`src/rtl/sram_ctrl_pkg.sv`:
```
// ---------------------------------------------------------------------------
// sram_ctrl_pkg
// Shared definitions for the MEM-stage SRAM controller: the access state
// enum, the default parameter values and a small state-classification helper.
// No ports (package).
// ---------------------------------------------------------------------------
package sram_ctrl_pkg;

  // One state per half-word phase plus the idle and completion states
  typedef enum logic [2:0] {
    IDLE  = 3'd0,
    RD_LO = 3'd1,
    RD_HI = 3'd2,
    WR_LO = 3'd3,
    WR_HI = 3'd4,
    DONE  = 3'd5
  } state_t;

  localparam int DEF_PHASE_CYCLES = 2;
  localparam int DEF_BASE_ADDR    = 1024;
  localparam int DEF_ADDR_W       = 18;

  // True for the states in which the phase counter is running
  function automatic logic in_phase(input state_t s);
    return (s == RD_LO) || (s == RD_HI) || (s == WR_LO) || (s == WR_HI);
  endfunction

endpackage

```
`src/rtl/sram_phase_counter.sv`:
```
// ---------------------------------------------------------------------------
// sram_phase_counter
// Counts 0 .. PHASE_CYCLES-1 inside one half-word phase and flags the last
// count so the controller knows when to advance. The count wraps to zero on
// its last value so consecutive phases start cleanly.
//
// Ports:
//   clk   - clock, rising edge
//   rst   - asynchronous active-low reset
//   clear - hold the counter at zero (controller not inside a phase)
//   last  - high on the final cycle of the current phase
// ---------------------------------------------------------------------------
module sram_phase_counter
  import sram_ctrl_pkg::*;
#(
  parameter int PHASE_CYCLES = DEF_PHASE_CYCLES
) (
  input  logic clk,
  input  logic rst,
  input  logic clear,
  output logic last
);

  localparam int CW = $clog2(PHASE_CYCLES);

  logic [CW-1:0] count;

  assign last = (count == CW'(PHASE_CYCLES - 1));

  // Free-running inside a phase, wrapping on the last count; held at zero
  // whenever the controller is idle or completing an access.
  always_ff @(posedge clk or negedge rst) begin
    if (!rst) begin
      count <= '0;
    end else if (clear || last) begin
      count <= '0;
    end else begin
      count <= count + CW'(1);
    end
  end

endmodule

```
`src/rtl/sram_controller.sv`:
```
// ---------------------------------------------------------------------------
// sram_controller
// Sequences 32-bit MEM-stage loads/stores onto a 16-bit asynchronous SRAM as
// two half-word phases (low half first). While an access is in flight
// `ready` is low; the top level ORs ~ready into the pipeline freeze.
//
// Optional feature: define SRAM_READ_BUFFER_EN to add a single-entry read
// buffer (valid, word-index tag, 32-bit data). A read hitting the buffer
// goes straight from IDLE to DONE.
//
// Ports:
//   clk          - clock, rising edge
//   rst          - asynchronous active-low reset
//   rd_en        - load request
//   wr_en        - store request (wins when both enables are high)
//   addr         - byte address; bits [1:0] ignored
//   wdata        - store value
//   rdata        - load result, valid in DONE and held until the next load
//   ready        - high when no access is in flight
//   sram_addr    - SRAM half-word address
//   sram_dq_out  - write data driven to the SRAM
//   sram_dq_oe   - high while the controller drives the data pins
//   sram_dq_in   - read data from the SRAM
//   sram_we_n    - active-low SRAM write strobe
// ---------------------------------------------------------------------------
module sram_controller
  import sram_ctrl_pkg::*;
#(
  parameter int PHASE_CYCLES = DEF_PHASE_CYCLES,
  parameter int BASE_ADDR    = DEF_BASE_ADDR,
  parameter int ADDR_W       = DEF_ADDR_W
) (
  input  logic              clk,
  input  logic              rst,
  input  logic              rd_en,
  input  logic              wr_en,
  input  logic [31:0]       addr,
  input  logic [31:0]       wdata,
  output logic [31:0]       rdata,
  output logic              ready,
  output logic [ADDR_W-1:0] sram_addr,
  output logic [15:0]       sram_dq_out,
  output logic              sram_dq_oe,
  input  logic [15:0]       sram_dq_in,
  output logic              sram_we_n
);

  localparam int WIDX_W = ADDR_W - 1;

  state_t            state;
  state_t            next_state;
  logic              phase_last;
  logic              hit;
  logic              start_access;
  logic              hit_done;
  logic [WIDX_W-1:0] req_widx;
  logic [WIDX_W-1:0] widx_q;
  logic              hi_q;
  logic [31:0]       wdata_q;
  logic [15:0]       lo_q;
  logic [31:0]       buf_word;

  // Word index relative to the SRAM window; the byte offset falls out of the
  // shift and the upper bits are truncated to the SRAM word-address width.
  assign req_widx = WIDX_W'((addr - 32'(BASE_ADDR)) >> 2);

  // The half-word select is the address LSB, so it also picks the data lane.
  assign sram_addr   = {widx_q, hi_q};
  assign sram_dq_out = hi_q ? wdata_q[31:16] : wdata_q[15:0];

  assign start_access = (state == IDLE) &&
                        ((next_state == RD_LO) || (next_state == WR_LO));
  assign hit_done     = (state == IDLE) && (next_state == DONE);

  sram_phase_counter #(
    .PHASE_CYCLES(PHASE_CYCLES)
  ) u_phase_counter (
    .clk  (clk),
    .rst  (rst),
    .clear(!in_phase(state)),
    .last (phase_last)
  );

  // State register
  always_ff @(posedge clk or negedge rst) begin
    if (!rst) begin
      state <= IDLE;
    end else begin
      state <= next_state;
    end
  end

  // Next-state and strobe decode. The write strobe is released on the last
  // cycle of each write phase so address and data stay stable past the
  // rising edge of we_n.
  always_comb begin
    next_state = state;
    ready      = 1'b0;
    sram_dq_oe = 1'b0;
    sram_we_n  = 1'b1;
    unique case (state)
      IDLE: begin
        ready = ~(rd_en | wr_en);
        if (wr_en) begin
          next_state = WR_LO;
        end else if (rd_en) begin
          next_state = hit ? DONE : RD_LO;
        end
      end
      RD_LO: begin
        if (phase_last) next_state = RD_HI;
      end
      RD_HI: begin
        if (phase_last) next_state = DONE;
      end
      WR_LO: begin
        sram_dq_oe = 1'b1;
        sram_we_n  = phase_last;
        if (phase_last) next_state = WR_HI;
      end
      WR_HI: begin
        sram_dq_oe = 1'b1;
        sram_we_n  = phase_last;
        if (phase_last) next_state = DONE;
      end
      DONE: begin
        ready      = 1'b1;
        next_state = IDLE;
      end
      default: begin
        next_state = IDLE;
      end
    endcase
  end

  // Request latch and read assembly. The address and store value are
  // captured as IDLE is left so a dropped request still completes. The low
  // read half is parked until the high half arrives, and rdata changes only
  // when a load enters DONE.
  always_ff @(posedge clk or negedge rst) begin
    if (!rst) begin
      widx_q  <= '0;
      hi_q    <= 1'b0;
      wdata_q <= '0;
      lo_q    <= '0;
      rdata   <= '0;
    end else begin
      if (start_access) begin
        widx_q  <= req_widx;
        wdata_q <= wdata;
        hi_q    <= 1'b0;
      end else if (((state == RD_LO) || (state == WR_LO)) && phase_last) begin
        hi_q <= 1'b1;
      end
      if ((state == RD_LO) && phase_last) begin
        lo_q <= sram_dq_in;
      end
      if ((state == RD_HI) && phase_last) begin
        rdata <= {sram_dq_in, lo_q};
      end else if (hit_done) begin
        rdata <= buf_word;
      end
    end
  end

`ifdef SRAM_READ_BUFFER_EN
  logic              buf_valid;
  logic [WIDX_W-1:0] buf_tag;
  logic [31:0]       buf_data;

  assign hit      = buf_valid && (buf_tag == req_widx);
  assign buf_word = buf_data;

  // Read buffer: a completed SRAM read refills the entry; a store to the
  // buffered word refreshes its data as the store enters DONE so a later
  // hit never returns stale data.
  always_ff @(posedge clk or negedge rst) begin
    if (!rst) begin
      buf_valid <= 1'b0;
      buf_tag   <= '0;
      buf_data  <= '0;
    end else if ((state == RD_HI) && phase_last) begin
      buf_valid <= 1'b1;
      buf_tag   <= widx_q;
      buf_data  <= {sram_dq_in, lo_q};
    end else if ((state == WR_HI) && phase_last && buf_valid &&
                 (buf_tag == widx_q)) begin
      buf_data <= wdata_q;
    end
  end
`else
  assign hit      = 1'b0;
  assign buf_word = '0;
`endif

endmodule

```
`config.mk`:
```
export PLATFORM = sky130hd
export DESIGN_NAME = sram_controller
export DESIGN_NICKNAME = d
export VERILOG_FILES = /design/src/rtl/sram_ctrl_pkg.sv /design/src/rtl/sram_phase_counter.sv /design/src/rtl/sram_controller.sv
export SDC_FILE = /design/constraint.sdc
export NUM_CORES = 1
export LEC_CHECK = 0
export BUFFER_PORTS_ARGS = -buffer_cell sky130_fd_sc_hd__buf_2
export CAP_MARGIN = 20
export CORE_MARGIN = 3
export CORE_UTILIZATION = 53
export CTS_CLUSTER_DIAMETER = 30
export CTS_CLUSTER_SIZE = 25
export DETAILED_ROUTE_END_ITERATION = 10
export PLACE_DENSITY = 0.84
export SYNTH_ARGS = -nofsm -noshare
export SYNTH_HDL_FRONTEND = slang
export SYNTH_SLANG_ARGS = --single-unit
```
`constraint.sdc`:
```
create_clock -name clk -period 2.41 [get_ports clk]
set_input_delay 0.1205 -clock clk [delete_from_list [all_inputs] [get_ports clk]]
set_output_delay 0.1205 -clock clk [all_outputs]
set_load 0.03 [all_outputs]
```
==> summary.txt <==
Synth
  • Post-synth EDFFs: 0
  • Top-count cell post-synth: dfrtp_1
  • Cell Area, Synth: 4270 um2
  • Mean Syn Cell Area: roughly 15 um2
  • Asr flop ratio synth: 100%
  • Largest area contributor in the netlist: dfrtp_1
  • Adder-cell share of the synthesized area: less than 1%
  • Post-synthesis sequential area ratio: ~60%
  • Simple-Gate Fraction of Synth Area: 4.61%
  • Most common library cells after synthesis: dfrtp_1 (102), mux2_2 (87), mux2_1 (18)
  • Synth cell types: 37
  • Most used flip-flop cell after synthesis: dfrtp_1
  • Largest family of logic cells by synthesized area: multiplexers
  • Syn Inst Count: about 290
  • Post-Synth XOR/XNOR Area: less than 1%
  • Area contributors post-synth: dfrtp_1 (60%), mux2_2 (23%), mux2_1 (4.8%), a21oi_1 (1.2%), buf_4 (1.1%)
  • Ys Warns: 0
  • Compound-gate portion of the synthesized area: under 10%
  • Yosys top cell area share: approximately three fifths
  • Net Count, Synth: roughly 370
  • Post-synthesis mux area share: 27.7%
  • Flops & latches, synth: a little over 100

Timing
  • Hold Slack: 0.0136 ns
  • Rel. slew slack: 49.0%
  • Setup violators final: 0
  • Fin Setup TNS: 0 ns
  • Slew @ Worst Pin: approximately 0.76 ns
  • Final Hold Fails: 0
  • Post-Route Skew: about 0.014 ns
  • Tmin final: 1.93 ns
  • Unrepaired setup endpoints after global routing: false
  • Peak Freq: between 0.5 and 0.6 GHz
  • Slew Viols, Final: 0
  • Crit share post-route: between 80% and 90%

Global route
  • Total GRT Usage: about a fifth
  • Largest net degree at the start of global routing: 56
  • First-pass GRT wire length: approximately 14 mm
  • Vias in the first global route: around 3100
  • Total gr overflow: 0
  • Initial antenna violation count: 0

Layout
  • Area grow syn2layout: 34.9%
  • N_diodes: 0
  • # nets final: approximately 560
  • Non-Filler Instances: approximately 580
  • Layout cells sized above 1: ~53%
  • Utilization after layout: about three quarters
  • Final Cell Area: approximately 5800 um2

Power and ir drop
  • Power per cell area: ~1500 nW/um2
  • Leakage: around 2.6 nW
  • Sequential power share: between 30 and 40%
  • Power share of the combinational group: about half
  • Switching share of power: a little over two fifths
  • Peak supply drop: 0.000907 V
  • Clock power frac: 13.0%
  • Net Sw Power: about 3.5 mW
  • Internal: just under 5 mW

Worst setup path
  • CP Data Arrival Time: about 1.8 ns
  • Worst Path Max Fanout: 18
  • Crit. Startpoint: hi_q
  • CP endpoint kind: output pin
  • Kind of critical path: reg2out
  • CP startpoint kind: flip-flop
  • Worst Path Required: about 2.3 ns
  • FF-to-FF Start: state[2]

Detailed routing
  • Wire length on met2: between 4 and 5 mm
  • Vias/cell: about 5.1
  • DRC: 0
  • Met3 routed WL: between 600 and 700 um
  • Via count: approximately 3000
  • Antenna viol nets, final: 0
  • Drt first pass iters: 4
  • Routed len/inst: roughly 16 um
  • Iter 0 DRT Violations: 49
  • Top Layer Used: met4
  • Total wire length: ~9.4 mm
  • Met1 WL: between 3 and 4 mm

Floorplan
  • Initial Util: between 50% and 60%
  • Placeable Area: ~7800 um2
  • Top Ports: roughly 150
  • Die Y-Extent: around 96 um
  • Die width: ~96 um
  • Die Area: 9160 um2
  • Cell row count: 32

Placement
  • Dpl cells: 514
  • Post-DP HPWL: 6.08 mm
  • Number of port buffers: roughly 140
  • DP Area: just over 5000 um2
  • GP Congestion: between 0.8 and 0.9

CTS
  • CTS root buffer: clkbuf_8
  • Clock buffer depth: 2
  • Clock Sinks: approximately 100
  • H-tree levels: 3
  • CTS tree: done
  • Clock buffer count from CTS: 9
  • Gates resized, CTS repair: 0
  • Worst-Skew Late Latency: around 0.36 ns
  • Clock edge transition at the registers on the reported setup and hold paths: ~0.10 ns

Run
  • Max-cap violations: 0

Hold path
  • Hold path startpoint: wdata[28]
  • HP Class: in2reg

Status
  • Status: finished, final reports clean
kinds of logic after synthesis:
group                      Yosys count
AOI/OAI and AO/OA                   26
and+or+nand+nor                     30
DFF                                102
buffers and inverters               21
muxes                              105
adders and majority gates            1
xor gates and xnor gates             3
critical path, stage by stage (launching register included):
cell     delay [ns]
dfrtp_1        0.85
mux2_2         0.43
buf_2          0.18
path summary, 6_finish.rpt:
path / endpoint / depth (start not counted) / slack [ns]
setup / recovery: sram_dq_out[8] / 2 / 0.48
hold / removal: wdata_q[28] / 2 / 0.01
setup reg to reg: widx_q[6] / 4 / 0.52
hold reg to reg: widx_q[0] / 1 / 0.49
max in group asynchronous: wdata_q[15] / 3 / 1.36
min in group asynchronous: widx_q[7] / 2 / 0.33
power by group through the flow:
stage | Sequential (mW) | Clock, mW | Combinational, mW
final | 3.15 | 1.09 | 4.14
after floorplan | 3.78 | 0 | 2.39
after global placement | 3.11 | 0 | 3.98
after global routing | 3.27 | 1.19 | 4.41
after CTS | 3.15 | 1.12 | 4.17
after detailed placement | 3.18 | 0 | 4.09
cell type report:
type                       count  area [um2]
clock inverter                 7        83.8
sequential                   102        2550
multi-input combinational    165        1590
tap                          102         128
timing repair buffer         193        1260
clock buffer                   9         124
inverter                       3        11.3
fill                         510        2010
layer usage:
layer	GRT usage, %	up-vias
met3	5.24	13
met5	0	-
met4	6.28	0
met1	25.3	1455
met2	35.2	110
li1	-	1410
cell usage in the layout (no fill, tap or decap), drive strengths merged:
| master | Yosys | routed |
|---|---|---|
| xor2 | 1 | 1 |
| a21oi | 10 | 10 |
| nor2b | 1 | 1 |
| a22o | 1 | 1 |
| inv | 3 | 4 |
| bufinv | 0 | 1 |
| clkinvlp | 0 | 1 |
| o21ai | 3 | 3 |
| o41ai | 1 | 1 |
| or3 | 3 | 3 |
| a211o | 1 | 1 |
| nor4bb | 1 | 1 |
| o31ai | 3 | 3 |
| or3b | 1 | 1 |
| clkbuf | 1 | 9 |
| clkinv | 0 | 4 |
| nor4 | 1 | 1 |
| or4 | 3 | 3 |
| nand2b | 2 | 2 |
| buf | 17 | 142 |
| nand2 | 3 | 3 |
| nand3b | 2 | 2 |
| a31oi | 7 | 7 |
| nor3b | 1 | 1 |
| mux2 | 105 | 105 |
| nor2 | 8 | 8 |
| dlygate4sd3 | 0 | 51 |
| nor3 | 2 | 2 |
| ha | 1 | 1 |
| dfrtp | 102 | 102 |
| xnor2 | 2 | 2 |
| or2 | 2 | 2 |
registers in the layout, indices dropped and copies added, names as in the netlist:
name and flops:
wdata_q 32, widx_q 17, u_phase_counter.last 1, lo_q 16
hi_q 1, rdata 32, state 3
metrics by stage:
stage / total power, mW / setup WS [ns]
2_1_floorplan: 6.17 / 0.784
3_3_place_gp: 7.08 / 0.607
3_5_place_dp: 7.28 / 0.535
4_1_cts: 8.44 / 0.432
5_1_grt: 8.87 / 0.389
6_report: 8.38 / 0.477
what timing repair did:
item,CTS,global route
setup buffers,0,0
endpoints found under the hold margin,101,2
hold buffers,49,2
Note: power is estimated with default switching activity, not from simulation.
